File: src/rtl/mar_pkg.sv
// Shared width, type and reset constants for the memory address register.
// Optional bounds checking in the top is enabled by MAR_BOUNDS_CHECK_EN.
package mar_pkg;

  localparam int unsigned MAR_ADDR_W = 16;

  typedef logic [MAR_ADDR_W-1:0] mar_addr_t;

  localparam mar_addr_t MAR_RESET_ADDR = '0;

endpackage : mar_pkg

File: src/rtl/mar_range_check.sv
// Combinational legal-window compare for an address; the caller registers the result.
// Instantiated only when MAR_BOUNDS_CHECK_EN is defined.
module mar_range_check #(
  parameter int unsigned         ADDR_W   = 16,
  parameter logic [ADDR_W-1:0]   FAULT_LO = '0,
  parameter logic [ADDR_W-1:0]   FAULT_HI = '1
) (
  input  logic [ADDR_W-1:0] addr,
  output logic              out_of_range_c
);

  // An inverted window (LO > HI) makes every address fault, which falls out naturally here.
  always_comb begin
    out_of_range_c = 1'b0;
    if ((addr < FAULT_LO) || (addr > FAULT_HI)) begin
      out_of_range_c = 1'b1;
    end
  end

endmodule : mar_range_check

File: src/rtl/memory_access_reg.sv
// Memory address register: captures the address source every rising edge and drives memory.
// Define MAR_BOUNDS_CHECK_EN to add the registered addr_fault out-of-range flag.
module memory_access_reg
  import mar_pkg::*;
#(
  parameter int unsigned       ADDR_W     = MAR_ADDR_W,
  parameter logic [ADDR_W-1:0] RESET_ADDR = ADDR_W'(MAR_RESET_ADDR)
`ifdef MAR_BOUNDS_CHECK_EN
  ,
  parameter logic [ADDR_W-1:0] FAULT_LO   = ADDR_W'(16'h0000),
  parameter logic [ADDR_W-1:0] FAULT_HI   = ADDR_W'(16'hFFFF)
`endif
) (
  input  logic              clk,
  input  logic              reset,
  input  logic [ADDR_W-1:0] address_input,
  output logic [ADDR_W-1:0] address_output
`ifdef MAR_BOUNDS_CHECK_EN
  ,
  output logic              addr_fault
`endif
);

  // Address register: loads every cycle, no enable.
  always_ff @(posedge clk or posedge reset) begin
    if (reset) begin
      address_output <= RESET_ADDR;
    end else begin
      address_output <= address_input;
    end
  end

`ifdef MAR_BOUNDS_CHECK_EN
  logic out_of_range_c;

  mar_range_check #(
    .ADDR_W   (ADDR_W),
    .FAULT_LO (FAULT_LO),
    .FAULT_HI (FAULT_HI)
  ) u_range_check (
    .addr           (address_input),
    .out_of_range_c (out_of_range_c)
  );

  // Advisory flag registered alongside the address it describes.
  always_ff @(posedge clk or posedge reset) begin
    if (reset) begin
      addr_fault <= 1'b0;
    end else begin
      addr_fault <= out_of_range_c;
    end
  end
`endif

endmodule : memory_access_reg

File: config.mk
export PLATFORM = sky130hd
export DESIGN_NAME = memory_access_reg
export DESIGN_NICKNAME = d
export VERILOG_FILES = /design/src/rtl/mar_pkg.sv /design/src/rtl/mar_range_check.sv /design/src/rtl/memory_access_reg.sv
export SDC_FILE = /design/constraint.sdc
export NUM_CORES = 1
export LEC_CHECK = 0
export ABC_AREA = 1
export CORE_MARGIN = 2
export CORE_UTILIZATION = 31
export CTS_CLUSTER_DIAMETER = 50
export DETAILED_ROUTE_END_ITERATION = 8
export GPL_TIMING_DRIVEN = 1
export PLACE_DENSITY = 0.78
export SLEW_MARGIN = 20
export SYNTH_ARGS = -nofsm -noshare
export SYNTH_HDL_FRONTEND = slang
export SYNTH_SLANG_ARGS = --single-unit
File: constraint.sdc
create_clock -name clk -period 1 [get_ports clk]
set_clock_uncertainty 0.2 [all_clocks]
set_input_delay 0.2 -clock clk [delete_from_list [all_inputs] [get_ports clk]]
set_output_delay 0.2 -clock clk [all_outputs]
set_load 0.01 [all_outputs]
---- Word level (Yosys, flattened, before mapping) ----
Index checks and enable logic that the tools add are counted.
word-level totals
  register bits after elaboration ......... 16

---- Logic depth before layout (Yosys ltp) ----
Gate-level depths: netlist (run 1).
  word-level depth ........................ 0
  gate-level depth with buffers ........... 1
  depth with buffers taken out ............ 1

---- Worst setup path after synthesis (run 1) ----
Ideal clock, no wire load.
  kind .................................... register to output
  from .................................... register address_output[0]
  to ...................................... output address_output[0]
  data arrival time ....................... 0.376 ns
  slack ................................... 0.224 ns
  cell stages (with the launch flop) ...... 1
  buffers on the path ..................... 0
  path through ............................ dfrtp_1
RTL lines
  element                 RTL line                 source
  from (decl)             memory_access_reg.sv:17  output logic [ADDR_W-1:0] address_output
  from (signal assigned)  memory_access_reg.sv:29  address_output <= address_input;
No word-level cell between the ends.

---- Worst setup path in the final report (run 1) ----
  from .................................... register address_output[14]
  to ...................................... output address_output[14]
No word-level cell between the ends.

==> impl_metrics.py, run 1 <==
metrics = {
    "run_status": {
        "status": "finished with violations",
        "violations": "setup timing",
    },
    "critical_path": {
        "path_delay_family": "flip-flops",
        "end_kind": "output pin",
        "crit_chain": "buf_2",
        "startpoint": "address_output[14]$_DFF_PP0_",
        "critPathArrivalTime_ns": 0.78,
        "critPathSlowestCell": "dfrtp_1",
        "cp_num_buf_inv": 1,
        "critPathLaunchType": "flop",
        "critPathMaxStageDelay_ns": 0.37,
        "cp_max_fo": 1,
        "crit_required_ns": 0.60,
        "critPathKind": "flop to output pin",
    },
    "detailed_routing": {
        "num_vias": 270,
        "routed_wl_um": 730,
        "ant_nets": 0,
        "avgViaCountPerCell": 3.86,
        "drt_iter0_drc": 2,
        "drc": 0,
        "post_drt_wl_per_cell_um": 10.4,
        "dr.pass1.iters": 2,
    },
    "timing": {
        "finalSetupViolCount": 16,
        "fin_ws_ns": -0.183,
        "clock.fmax_ghz": 0.846,
        "min_period_ns": 1.18,
        "drv_slew": 0,
        "hold_viol_final": 0,
        "relSlewSlack": 0.940,
        "fin_crit_sh": 1.18,
        "tightest_slew_ns": 0.0895,
        "grt_setup_unrepaired": "yes",
    },
    "grt": {
        "grt-ovfl-total": 0,
        "grt_max_degree": 17,
        "grt_pass1_vias": 220,
        "grtUsageTotal": 0.105,
        "antenna_found_initial": 0,
        "grt_pass1_wl_um": 986,
    },
    "run": {
        "drv_cap": 0,
    },
    "logic_synthesis": {
        "postSynthCellCount": 17,
        "ys_seq_area_frac": 0.991,
        "postSynthRegisterBits": 16,
        "netlist.area_leader.share": 0.991,
        "synth_warnings": 0,
        "syn_avg_cell_area_um2": 23.8,
        "netlist_area_um2": 404,
        "synth_nets": 35,
        "yosys.area.top_type": "dfrtp_1",
        "ys_types": 2,
        "synth_top_cells_by_area": "dfrtp_1 (99%), inv_1 (0.93%)",
    },
    "cells_and_area": {
        "syn_to_final_growth_pct": 85.1,
        "stdcell_count": 70,
        "seqCellArea_um2": 400,
        "antenna_cells": 0,
        "top_register": "address_output",
        "num-fill-cells": 112,
        "drive_gt1_frac": 0.382,
        "multi_input_cells": 0,
        "final_nets": 74,
        "multiInputGateArea_um2": 0,
        "largestRegisters": "address_output (16)",
        "largest_reg_flops": 16,
    },
    "clock_network": {
        "cts_sinks": 16,
        "path_clk_slew_ns": 0.09,
        "numCtsBuffers": 3,
        "cts_tree": "done",
        "cts-root-buf": "clkbuf_4",
        "htree_levels": 1,
        "clk_path_buf_depth": 2,
    },
    "pwr": {
        "vdd_drop_max_mv": 0.980,
        "cellLeakagePower_uw": 0.000358,
        "powerDensity_nw_per_um2": 1650,
    },
    "floorplan": {
        "dieHeight_um": 40.1,
        "dieArea_um2": 1610,
        "core-area_um2": 1250,
        "start_util": 0.323,
        "dieWidth_um": 40.1,
        "pin_count": 34,
        "rows": 13,
    },
    "place": {
        "gp_congestion": 0.549,
        "post-place-ws_ns": -0.241,
        "dp.cells": 66,
        "portBuffers": 33,
    },
    "min_path": {
        "hold_path.class": "primary input to async pin",
    },
}
## worst paths after layout
| kind | slack [ns] | endpoint | cells past startpoint |
|---|---|---|---|
| min in group clk | 0.15 | address_output[7]$_DFF_PP0_ | 1 |
| max | -0.18 | address_output[14] | 1 |
| min | 0.02 | address_output[6]$_DFF_PP0_ | 3 |
| max in group asynchronous | 0.46 | address_output[12]$_DFF_PP0_ | 3 |
## repair_timing
| action | in CTS | in global routing |
|---|---|---|
| cloned | 0 | 0 |
| buffers inserted | 0 | 0 |
| gates resized for setup | 64 | 3 |
| setup endpoints to repair | 16 | 16 |
| hold buffers | 0 | 0 |
## metrics by stage
stage	hold slack [ns]	power, uW	setup TNS, ns	util	area (um2)
2_1_floorplan	-0.0863	729	0	-	404
3_3_place_gp	0.327	869	-3.60	0.617	773
3_5_place_dp	0.320	872	-3.65	0.617	773
4_1_cts	0.0158	1260	-2.99	0.582	729
5_1_grt	0.0345	1300	-3.33	0.597	748
6_report	0.0221	1240	-2.73	0.597	748
## area by class of cell
type / count / share of cell area
clock buffers: 4 / 0.0485
inverters: 1 / 0.00502
flip-flops and latches: 16 / 0.535
well taps: 15 / 0.0251
repair buffers: 34 / 0.386
## synth_stat cells
master and instances:
dfrtp_1 16, inv_1 1
## power breakdown
part	internal, uW	switching [uW]
Clock	221	186
Sequential	679	7.73
Combinational	94.3	50.1
## placed cells by master (no fill, tap or decap), drive strengths merged
| cell | n |
|---|---|
| clkbuf | 4 |
| clkdlybuf4s50 | 17 |
| buf | 17 |
| dfrtp | 16 |
| inv | 1 |
## cell families after synthesis
kind of cell,share of synthesized area
flops,0.991
buf+inv,0.00928
## worst min-delay path, cell delays in order
cell and delay, ns:
clkdlybuf4s50_1 0.40, inv_1 0.09, buf_12 0.15
## metal layers
layer	up-vias	GRT usage	share of wire
li1	126	-	-
met1	123	0.118	0.42
met2	21	0.145	0.44
met3	0	0.0611	0.14
met4	0	0.0776	0
met5	-	0	0
No activity file was read; power rests on OpenSTA's default activity.
==> inputs of run 2 (changes only) <==
- CORE_MARGIN: 2 -> not set
==> run 2 against run 1 <==
Highest routed layer is now met4. The run still ends with setup timing left. Critical path type unchanged. Setup slack got worse by 0.013 ns. Critical endpoint is now address_output[7]. Via count increased by 3.3%. Hold slack improved by 0.0036 ns.
==> impl_metrics.py, run 2 (synthesized netlist as in run 1, its figures left out) <==
metrics = {
    "floorplan": {
        "dieArea_um2": 1450,
        "start_util": 0.350,
        "dieHeight_um": 38.1,
        "dieWidth_um": 38.1,
        "rows": 12,
        "pin_count": 34,
        "core-area_um2": 1160,
    },
    "timing": {
        "relSlewSlack": 0.937,
        "fin_crit_sh": 1.20,
        "finalSetupTns_ns": -2.82,
        "hold_viol_final": 0,
        "tightest_slew_ns": 0.0949,
        "min_period_ns": 1.20,
        "drv_slew": 0,
        "fin_ws_ns": -0.196,
        "finalSetupViolCount": 16,
        "grt_setup_unrepaired": "yes",
        "clock.fmax_ghz": 0.836,
    },
    "pwr": {
        "cellLeakagePower_uw": 0.000354,
        "powerDensity_nw_per_um2": 1680,
        "power_frac_seq": 0.556,
        "pwr-share-comb": 0.113,
        "vdd_drop_max_mv": 0.847,
        "power.total_uw": 1230,
        "clockPowerShare": 0.331,
        "intPower_uw": 990,
        "p_switching_uw": 245,
        "p_sw_frac": 0.198,
    },
    "detailed_routing": {
        "drt_iter0_drc": 3,
        "num_vias": 279,
        "ant_nets": 0,
        "dr.pass1.iters": 3,
        "avgViaCountPerCell": 4.04,
        "routed_wl_um": 799,
        "drc": 0,
        "post_drt_wl_per_cell_um": 11.6,
    },
    "critical_path": {
        "critPathSlowestCell": "dfrtp_1",
        "crit_required_ns": 0.60,
        "cp_max_fo": 1,
        "path_delay_family": "flip-flops",
        "critPathLaunchType": "flop",
        "crit_chain": "buf_2",
        "critPathMaxStageDelay_ns": 0.38,
        "cp_num_buf_inv": 1,
        "critPathKind": "flop to output pin",
        "end_kind": "output pin",
        "critPathArrivalTime_ns": 0.80,
    },
    "clock_network": {
        "path_clk_slew_ns": 0.09,
        "numCtsBuffers": 3,
        "cts_tree": "done",
        "cts-root-buf": "clkbuf_4",
        "cts_sinks": 16,
        "clk_path_buf_depth": 2,
        "cts_hold_buf": 0,
        "htree_levels": 1,
    },
    "cells_and_area": {
        "postLayoutCoreUtil": 0.635,
        "multiInputGateArea_um2": 0,
        "largest_reg_flops": 16,
        "top_register": "address_output",
        "final_nets": 74,
        "antenna_cells": 0,
        "syn_to_final_growth_pct": 81.7,
        "num-fill-cells": 96,
        "drive_gt1_frac": 0.382,
        "layout_commonest_cell": "clkdlybuf4s50_1",
        "final_cell_mix": "clkdlybuf4s50_1 (17), dfrtp_1 (16), buf_2 (15)",
        "multi_input_cells": 0,
        "largestRegisters": "address_output (16)",
        "stdcell_count": 69,
    },
    "place": {
        "portBuffers": 33,
        "post-place-ws_ns": -0.252,
        "dp.cells": 65,
        "gp_congestion": 0.677,
    },
    "run_status": {
        "status": "finished with violations",
        "violations": "setup timing",
    },
    "grt": {
        "grt-ovfl-total": 0,
        "grtUsageTotal": 0.131,
        "grt_pass1_vias": 269,
        "grt_max_degree": 17,
        "grt_pass1_wl_um": 1150,
        "antenna_found_initial": 0,
    },
    "min_path": {
        "hold_path.class": "primary input to async pin",
    },
    "run": {
        "drv_cap": 0,
    },
}
[run 2: cell counts in the layout (fill, tap and decap cells not counted)]
Identical to the previous run, type by type.
[run 2: per-layer routing]
layer / routed length (um) / part of all wire / GRT usage / vias to the layer above
met1: 256 / 0.32 / 0.126 / 135
met4: 29 / 0.036 / 0.134 / 0
met3: 63 / 0.079 / 0.0349 / 4
met5: 0 / 0 / 0 / -
met2: 450 / 0.56 / 0.216 / 15
li1: - / - / - / 125
[run 2: per-stage QoR]
| step | hold slack (ns) | cell area, um2 |
|---|---|---|
| after global routing | 0.0314 | 734 |
| after global placement | 0.326 | 772 |
| final | 0.0258 | 734 |
| after CTS | 0.0284 | 728 |
| after floorplan | -0.0863 | 404 |
| after detailed placement | 0.336 | 772 |
[run 2: repair_timing]
item,4_1_cts,5_1_grt
resized for setup,64,1
endpoints found under the setup margin,16,16
buffers inserted,0,0
cloned,0,0
[run 2: worst paths after layout]
check,startpoint,end,slack [ns],cells after the start
max,address_output[7]$_DFF_PP0_,address_output[7],-0.20,1
min,reset,address_output[3]$_DFF_PP0_,0.03,3
max in group asynchronous,reset,address_output[10]$_DFF_PP0_,0.46,3
min in group clk,address_input[4],address_output[4]$_DFF_PP0_,0.15,1
[run 2: cell type report]
type | instances | area [um2] | share of cell area
timing repair buffer | 34 | 277 | 0.376
tap | 14 | 17.5 | 0.0239
sequential | 16 | 400 | 0.545
clock buffer | 4 | 36.3 | 0.0494
inverter | 1 | 3.75 | 0.00511
[run 2: power groups by stage]
stage / Clock, uW / Combinational (uW) / Sequential [uW]
floorplan: 0 / 9.77 / 719
global route: 463 / 151 / 689
detailed placement: 0 / 172 / 700
finish: 409 / 140 / 686
global placement: 0 / 169 / 699
CTS: 424 / 141 / 686
[run 2: tightest hold or removal path: stages]
cell             delay [ns]
clkdlybuf4s50_1        0.40
inv_1                  0.10
buf_12                 0.15
==> inputs of run 3 (changes only) <==
- CORE_AREA: not set -> 2 2 39 41
- CORE_UTILIZATION: 31 -> not set
- DIE_AREA: not set -> 0 0 41 43
- DONT_BUFFER_PORTS: not set -> 1
- PLACE_DENSITY: 0.78 -> not set
==> run 3 against run 2 <==
The run still ends with setup timing left. First-iteration DRC count fell by 100%. Setup slack improved by 0.12 ns. Clock power decreased by 27%. Die area rose by 21%. Power fell by 13%. Flip-flop and latch count stayed put. Cell count fell by 22%. Count of clock-buffer cells in the layout fell by 1. Sequential share of layout area grew 9.6 points. Final area shrank 15%. Sequential power rose by 3.5%. Largest cell class unchanged. Largest power group unchanged. Highest routed layer unchanged.
==> impl_metrics.py, run 3 (synthesized netlist as in run 1, its figures left out) <==
metrics = {
    "critical_path": {
        "path_depth": 0,
        "critPathArrivalTime_ns": 0.68,
        "cp_max_fo": 1,
        "critPathLaunchType": "flop",
        "critPathKind": "flop to output pin",
        "end_kind": "output pin",
        "crit_required_ns": 0.60,
    },
    "timing": {
        "min_period_ns": 1.08,
        "fin_ws_ns": -0.0797,
        "finalSetupViolCount": 16,
        "hold_viol_final": 0,
        "finalSetupTns_ns": -1.17,
        "grt_setup_unrepaired": "yes",
        "clock.fmax_ghz": 0.926,
        "fin_crit_sh": 1.08,
        "drv_slew": 0,
        "relSlewSlack": 0.871,
        "tightest_slew_ns": 0.194,
    },
    "floorplan": {
        "dieHeight_um": 43,
        "pin_count": 34,
        "core-area_um2": 1380,
        "dieWidth_um": 41,
        "dieArea_um2": 1760,
        "start_util": 0.292,
        "rows": 14,
    },
    "detailed_routing": {
        "drt_iter0_drc": 0,
        "avgViaCountPerCell": 4.15,
        "routed_wl_um": 705,
        "dr.pass1.iters": 1,
        "drc": 0,
        "ant_nets": 0,
        "num_vias": 224,
        "post_drt_wl_per_cell_um": 13.1,
    },
    "pwr": {
        "pwr-share-comb": 0.062,
        "clockPowerShare": 0.278,
        "p_sw_frac": 0.196,
        "power_frac_seq": 0.660,
        "powerDensity_nw_per_um2": 1720,
        "cellLeakagePower_uw": 0.000281,
        "p_switching_uw": 211,
        "vdd_drop_max_mv": 0.750,
        "intPower_uw": 865,
    },
    "grt": {
        "antenna_found_initial": 0,
        "grtUsageTotal": 0.0892,
        "grt_pass1_vias": 265,
        "grt_pass1_wl_um": 993,
        "grt-ovfl-total": 0,
        "grt_max_degree": 17,
    },
    "min_path": {
        "hold_path.class": "primary input to async pin",
    },
    "clock_network": {
        "cts-root-buf": "clkbuf_4",
        "clk_path_buf_depth": 2,
        "cts_tree": "done",
        "ctsResizeCount": 0,
        "cts_sinks": 16,
        "htree_levels": 1,
        "numCtsBuffers": 3,
        "path_clk_slew_ns": 0.08,
    },
    "cells_and_area": {
        "antenna_cells": 0,
        "drive_gt1_frac": 0.105,
        "num-fill-cells": 128,
        "layout_commonest_cell": "dlygate4sd3_1",
        "postLayoutCoreUtil": 0.451,
        "largestRegisters": "address_output (16)",
        "top_register": "address_output",
        "syn_to_final_growth_pct": 54.5,
        "seqCellArea_um2": 400,
        "largest_reg_flops": 16,
        "multi_input_cells": 0,
        "multiInputGateArea_um2": 0,
        "final_nets": 58,
        "final_cell_mix": "dlygate4sd3_1 (17), dfrtp_1 (16), clkbuf_4 (3)",
        "final_area_um2": 624,
    },
    "run_status": {
        "violations": "setup timing",
        "status": "finished with violations",
    },
    "place": {
        "portBuffers": 0,
        "place_area_um2": 432,
        "gp_congestion": 0.489,
    },
    "run": {
        "drv_cap": 0,
    },
}
run 3: power groups by stage:
stage	combinational [uW]	sequential, uW	clock [uW]
global route	74.4	714	361
finish	67.0	710	299
global placement	15.4	724	0
floorplan	9.77	719	0
detailed placement	16.0	724	0
CTS	69.0	711	337
run 3: layer usage:
layer	GRT usage	vias up	wire length [um]
li1	-	93	-
met1	0.0724	110	225
met2	0.159	19	383
met3	0.0314	2	91
met4	0.0600	0	4
met5	0	-	0
run 3: metrics by stage:
stage	setup WS, ns	cells	power (uW)	hold slack, ns
finish	-0.0797	54	1080	0.172
global route	-0.122	54	1150	0.208
CTS	-0.107	54	1120	0.156
detailed placement	0.211	34	740	-0.0891
global placement	0.212	34	739	-0.0950
floorplan	0.224	17	729	-0.0863
run 3: tightest hold or removal path: stages:
cell and delay, ns:
dlygate4sd3_1 0.53, inv_1 0.06, buf_4 0.22
run 3: area by class of cell:
class                 instances  share of cell area
Clock buffer                  3              0.0361
Timing Repair Buffer         18               0.285
Inverter                      1             0.00601
Tap cell                     16              0.0321
Sequential cell              16               0.641
run 3: worst max-delay path by stage:
stage,slack [ns],endpoint,from
detailed placement,0.21,address_output[5],address_output[5]$_DFF_PP0_
global route,-0.12,address_output[1],address_output[1]$_DFF_PP0_
finish,-0.08,address_output[2],address_output[2]$_DFF_PP0_
floorplan,0.22,address_output[0],address_output[0]$_DFF_PP0_
global placement,0.21,address_output[2],address_output[2]$_DFF_PP0_
CTS,-0.11,address_output[5],address_output[5]$_DFF_PP0_
run 3: timing repair:
| action | in CTS | in global routing |
|---|---|---|
| setup buffers | 0 | 0 |
| setup endpoints to repair | 16 | 16 |
| hold endpoints to repair | 32 | 0 |
| hold buffers | 17 | 0 |
